<file path="config.mk">
export PLATFORM = sky130hd
export DESIGN_NAME = alu_seq
export DESIGN_NICKNAME = d
export VERILOG_FILES = /design/src/rtl/alu_pkg.sv /design/src/rtl/alu_core.sv /design/src/rtl/alu_seq.sv
export SDC_FILE = /design/constraint.sdc
export NUM_CORES = 1
export LEC_CHECK = 0
export CORE_MARGIN = 10
export CORE_UTILIZATION = 34
export DETAILED_ROUTE_END_ITERATION = 6
export PLACE_DENSITY = 0.65
export SLEW_MARGIN = 20
export SYNTH_ARGS = -nofsm -noshare
export SYNTH_HDL_FRONTEND = slang
export SYNTH_SLANG_ARGS = --single-unit
</file>
<file path="constraint.sdc">
create_clock -name clk -period 6.7 [get_ports clk]
set_clock_uncertainty 0.1 [all_clocks]
set_input_delay 1.34 -clock clk [delete_from_list [all_inputs] [get_ports clk]]
set_output_delay 1.34 -clock clk [all_outputs]
set_load 0.02 [all_outputs]
</file>
<file path="src/rtl/alu_pkg.sv">
// Shared definitions for the sequential ALU: opcodes, FSM states, flag bundle.
package alu_pkg;

    localparam int WIDTH_DEF = 4;

    localparam logic [2:0] OP_NOT = 3'b000;
    localparam logic [2:0] OP_AND = 3'b001;
    localparam logic [2:0] OP_OR  = 3'b010;
    localparam logic [2:0] OP_XOR = 3'b011;
    localparam logic [2:0] OP_ADD = 3'b100;
    localparam logic [2:0] OP_SUB = 3'b101;
    localparam logic [2:0] OP_SHL = 3'b110;
    localparam logic [2:0] OP_SHR = 3'b111;

    typedef enum logic [1:0] {
        ST_IDLE = 2'd0,
        ST_EXEC = 2'd1,
        ST_HOLD = 2'd2
    } state_t;

    typedef struct packed {
        logic carry;
        logic zero;
        logic neg;
        logic ovf;
    } flags_t;

    function automatic logic is_shift(input logic [2:0] op);
        return op[2] & op[1];
    endfunction

endpackage

</file>
<file path="src/rtl/alu_core.sv">
// Combinational ALU step: a full logic/arith op, or one single-bit shift step.
module alu_core
    import alu_pkg::*;
#(
    parameter int WIDTH = WIDTH_DEF
) (
    input  logic [2:0]       op_i,
    input  logic [WIDTH-1:0] a_i,
    input  logic [WIDTH-1:0] b_i,
    input  logic             shift_en_i,
    output logic [WIDTH-1:0] res_o,
    output flags_t           flags_o
);

    logic [WIDTH:0] wide;

    always_comb begin
        res_o         = '0;
        wide          = '0;
        flags_o       = '0;
        case (op_i)
            OP_NOT: res_o = ~a_i;
            OP_AND: res_o = a_i & b_i;
            OP_OR:  res_o = a_i | b_i;
            OP_XOR: res_o = a_i ^ b_i;
            OP_ADD: begin
                wide          = {1'b0, a_i} + {1'b0, b_i};
                res_o         = wide[WIDTH-1:0];
                flags_o.carry = wide[WIDTH];
                flags_o.ovf   = (a_i[WIDTH-1] == b_i[WIDTH-1]) && (res_o[WIDTH-1] != a_i[WIDTH-1]);
            end
            OP_SUB: begin
                // Top bit of the widened difference is the borrow (a < b unsigned).
                wide          = {1'b0, a_i} - {1'b0, b_i};
                res_o         = wide[WIDTH-1:0];
                flags_o.carry = wide[WIDTH];
                flags_o.ovf   = (a_i[WIDTH-1] != b_i[WIDTH-1]) && (res_o[WIDTH-1] != a_i[WIDTH-1]);
            end
            OP_SHL: begin
                res_o = a_i;
                if (shift_en_i) begin
                    res_o         = {a_i[WIDTH-2:0], 1'b0};
                    flags_o.carry = a_i[WIDTH-1];
                end
            end
            default: begin
                res_o = a_i;
                if (shift_en_i) begin
                    res_o         = {1'b0, a_i[WIDTH-1:1]};
                    flags_o.carry = a_i[0];
                end
            end
        endcase
        flags_o.zero = (res_o == '0);
        flags_o.neg  = res_o[WIDTH-1];
    end

endmodule

</file>
<file path="src/rtl/alu_seq.sv">
// Sequential ALU: accept in IDLE, compute in EXEC (shifts one bit per cycle),
// present registered result/flags in HOLD until the consumer takes them.
module alu_seq
    import alu_pkg::*;
#(
    parameter int WIDTH = WIDTH_DEF
) (
    input  logic             clk,
    input  logic             rst_n,
    input  logic             in_valid,
    output logic             in_ready,
    input  logic [2:0]       op,
    input  logic [WIDTH-1:0] a,
    input  logic [WIDTH-1:0] b,
    output logic             out_valid,
    input  logic             out_ready,
    output logic [WIDTH-1:0] result,
    output logic             carry,
    output logic             zero,
    output logic             negative,
    output logic             overflow,
    output logic             busy
);

    state_t           state_q, state_d;
    logic [2:0]       op_q, op_d;
    logic [WIDTH-1:0] a_q, a_d;
    logic [WIDTH-1:0] b_q, b_d;
    logic [1:0]       cnt_q, cnt_d;
    logic [WIDTH-1:0] result_q, result_d;
    flags_t           flags_q, flags_d;

    logic [WIDTH-1:0] core_res;
    flags_t           core_flags;

    // a_q doubles as the shift accumulator; cnt_q counts remaining shift steps.
    alu_core #(.WIDTH(WIDTH)) u_core (
        .op_i       (op_q),
        .a_i        (a_q),
        .b_i        (b_q),
        .shift_en_i (cnt_q != 2'd0),
        .res_o      (core_res),
        .flags_o    (core_flags)
    );

    always_ff @(posedge clk or negedge rst_n) begin
        if (!rst_n) begin
            state_q  <= ST_IDLE;
            op_q     <= '0;
            a_q      <= '0;
            b_q      <= '0;
            cnt_q    <= '0;
            result_q <= '0;
            flags_q  <= '0;
        end else begin
            state_q  <= state_d;
            op_q     <= op_d;
            a_q      <= a_d;
            b_q      <= b_d;
            cnt_q    <= cnt_d;
            result_q <= result_d;
            flags_q  <= flags_d;
        end
    end

    always_comb begin
        state_d  = state_q;
        op_d     = op_q;
        a_d      = a_q;
        b_d      = b_q;
        cnt_d    = cnt_q;
        result_d = result_q;
        flags_d  = flags_q;
        case (state_q)
            ST_IDLE: begin
                if (in_valid) begin
                    op_d    = op;
                    a_d     = a;
                    b_d     = b;
                    cnt_d   = is_shift(op) ? b[1:0] : 2'd0;
                    state_d = ST_EXEC;
                end
            end
            ST_EXEC: begin
                if (is_shift(op_q) && cnt_q > 2'd1) begin
                    a_d   = core_res;
                    cnt_d = cnt_q - 2'd1;
                end else begin
                    // Final step (or the only step): publish result and flags together.
                    result_d = core_res;
                    flags_d  = core_flags;
                    cnt_d    = 2'd0;
                    state_d  = ST_HOLD;
                end
            end
            ST_HOLD: begin
                if (out_ready) state_d = ST_IDLE;
            end
            default: state_d = ST_IDLE;
        endcase
    end

    assign in_ready  = (state_q == ST_IDLE);
    assign out_valid = (state_q == ST_HOLD);
    assign busy      = (state_q == ST_EXEC) || (state_q == ST_HOLD);
    assign result    = result_q;
    assign carry     = flags_q.carry;
    assign zero      = flags_q.zero;
    assign negative  = flags_q.neg;
    assign overflow  = flags_q.ovf;

endmodule

</file>
==> flow_summary.json <==
{
  "hold_class": "reg -> reg",
  "critPathLaunchType": "flop",
  "setup_tns_ns": 0,
  "clock.fmax_ghz": 0.330,
  "relSlewSlack_pct": 54.8,
  "status": "completed",
  "clk_latency_ns": 0.27,
  "clock_sinks": 22,
  "core_area_sq_um": 5200,
  "grt_overflow_total": 0,
  "critPathMaxStageDelay_ns": 0.60,
  "power_leakage_nw": 0.941,
  "initial_core_util_pct": 35.6,
  "crit_path_end_kind": "output port",
  "cts_made_buffers": 3,
  "busiest_layer": "met2",
  "cts_htree_levels": 1,
  "drt_iter0_drc": 154,
  "grt_util_met3_pct": 3.76,
  "synth-edff-count": 0,
  "power_w": 0.00123,
  "fillerInstances": 531,
  "cts-resized-gates": 0,
  "avgViaCountPerCell": 5.19,
  "pwr-share-seq_pct": 25.5,
  "cp.required_ns": 5.26,
  "gp_congestion": 0.951,
  "grt_pass1_wl_mm": 7.62,
  "clk_pin_slew_worst_paths_ns": 0.09,
  "yosysSeqAreaShare_pct": 29.7,
  "ys_top_cells_by_area": "dfrtp_1 (30%), ha_1 (11%), mux2_2 (4.9%)",
  "gr-usage-all-layers_pct": 10.6,
  "cts.path.max_buffers": 2,
  "synth_top_area_share_pct": 29.7,
  "first_global_vias": 1494,
  "die_area_sq_um": 8810,
  "globalRouteMet1Util_pct": 14.1,
  "pin_count": 26,
  "wl_mm": 4.43,
  "yosys.area.top_type": "dfrtp_1",
  "synthArstFlopShare_pct": 100,
  "fin_cells": 294,
  "hpwlAfterDp_mm": 3.51,
  "grt.met2_usage_pct": 15.8,
  "p_sw_w": 0.000598,
  "power_density_nw_per_um2": 568,
  "max_cap_violations": 0,
  "cp.arrival_ns": 1.59,
  "syn_area_sq_um": 1860,
  "worstPathCellList": "inv_1 -> ha_1 -> clkdlybuf4s50_1",
  "nets": 259,
  "die_y_um": 93.9,
  "rsz0062_at_grt": "false",
  "routedWlPerCell_um": 15.1,
  "syn_area_per_cell_sq_um": 9.10,
  "synth_most_common_cell": "inv_1",
  "p_clk_share_pct": 8.0,
  "post-place-cells": 290,
  "drv_slew": 0,
  "synth_flop_cell": "dfrtp_1",
  "post-cts-setup-buffer-count": 0,
  "first_pass_iters": 4,
  "internal-power_w": 0.000632,
  "final.min_clock_period_ns": 3.03,
  "grt_antenna_before_repair": 0,
  "synth_cells": 204,
  "vdd_drop_max_uv": 212,
  "ys_warn_count": 0,
  "num_antenna_cells": 0,
  "crit_type": "reg -> out",
  "row_count": 26,
  "finalHoldViolCount": 0,
  "drive_above_1_share_pct": 11.6,
  "fp.dieW_um": 93.9,
  "ys_types": 58,
  "slowest_stage": "clkdlybuf4s50_1",
  "vias": 1526,
  "worst_pin_slew_ns": 0.677,
  "areaGrowthSynthToFinish_pct": 16.7,
  "cts_tree": "built",
  "grt_max_degree": 24,
  "drc": 0,
  "synth_common_cells": "inv_1 (23), dfrtp_1 (22), ha_1 (17)",
  "power_frac_comb_pct": 66.5,
  "synth-seq-cells": 22,
  "syn-num-nets": 238,
  "fin_crit_sh_pct": 45.2,
  "antenna_left": 0,
  "cts_hold_buf": 0,
  "port_buffers": 25,
  "setup_viol": 0,
  "crit_path_max_fanout": 3,
  "netSwitchingFraction_pct": 48.6,
  "cts_root_buf": "clkbuf_8"
}
## placed cells by master (no fill, tap or decap), drive strengths merged, types with 2 or more instances in the layout
| cell | count |
|---|---|
| clkdlybuf4s50 | 24 |
| inv | 24 |
| dfrtp | 22 |
| ha | 17 |
| nand2 | 15 |
| a21oi | 15 |
| nor2 | 13 |
| mux2 | 9 |
| o21ai | 7 |
| nand2b | 6 |
| a211oi | 5 |
| mux2i | 5 |
| a31oi | 5 |
| nand3 | 4 |
| clkbuf | 4 |
| xnor2 | 3 |
| nor3 | 3 |
| nor4 | 2 |
| nor3b | 2 |
| o22ai | 2 |
| a311oi | 2 |
| nor2b | 2 |
| o31ai | 2 |
| nand3b | 2 |
| fa | 2 |
| and3 | 2 |
| a2111oi | 2 |
| or2 | 2 |
## cell type report
| class | instances | area [sq um] | area share (%) |
|---|---|---|---|
| Clock buffer | 4 | 55.1 | 2.54 |
| Tap cell | 70 | 87.6 | 4.05 |
| Multi-Input combinational cell | 149 | 1140 | 52.5 |
| Sequential cell | 22 | 551 | 25.4 |
| Timing Repair Buffer | 25 | 245 | 11.3 |
| Inverter | 24 | 90.1 | 4.16 |
## flip-flops by register name, summed over array words and instances (netlist names)
name and cells:
a_q 4, b_q 4, carry 1, cnt_q 2
op_q 3, overflow 1, result 4, state_q 2
zero 1
## routing by layer
metal	vias up	wire [um]
met5	-	0
met4	0	57
met3	6	350
met2	48	1910
met1	713	2120
li1	759	-
## path summary, 6_finish.rpt
kind	slack (ns)	start	cells after the start	endpoint
worst max-delay path	3.67	state_q[1]	3	busy
worst min-delay path	0.38	result[1]	2	result[1]
worst max register to register	4.10	a_q[1]	7	zero
worst min register to register	0.38	result[1]	2	result[1]
max in group asynchronous	5.24	rst_n	1	b_q[1]
min in group asynchronous	0.91	rst_n	1	overflow
## power groups by stage
stage,combinational (W),clock (W),sequential [W]
after detailed placement,0.000815,0,0.000316
after global placement,0.000805,0,0.000314
after floorplan,0.000659,0,0.000281
final,0.000818,0.0000985,0.000314
after CTS,0.000819,0.000100,0.000313
after global routing,0.000917,0.000108,0.000328
## per-stage QoR
step	setup WS (ns)	hold slack, ns	instance area [sq um]	util (%)
5_1_grt	3.58	0.414	2160	41.6
2_1_floorplan	4.24	0.364	1860	-
3_3_place_gp	3.63	0.366	2110	40.6
3_5_place_dp	3.56	0.367	2110	40.6
6_report	3.67	0.384	2160	41.6
4_1_cts	3.66	0.388	2170	41.7
## worst max-delay path: cells and delay by family, from the launching register on
kind	cells	cell delay, ns
flops	1	0.38
buf+inv	2	0.67
fa+ha+maj	1	0.27
## logic make-up after synthesis
| logic type | count (synthesis) | synth area share [%] |
|---|---|---|
| AOI/OAI and AO/OA | 53 | 20.1 |
| adders and majority gates | 19 | 13.6 |
| and+or+nand+nor | 60 | 17.7 |
| xor gates and xnor gates | 3 | 1.42 |
| DFF | 22 | 29.7 |
| muxes | 14 | 8.36 |
| buffers and inverters | 33 | 9.10 |
(Power assumes the default switching activity.)
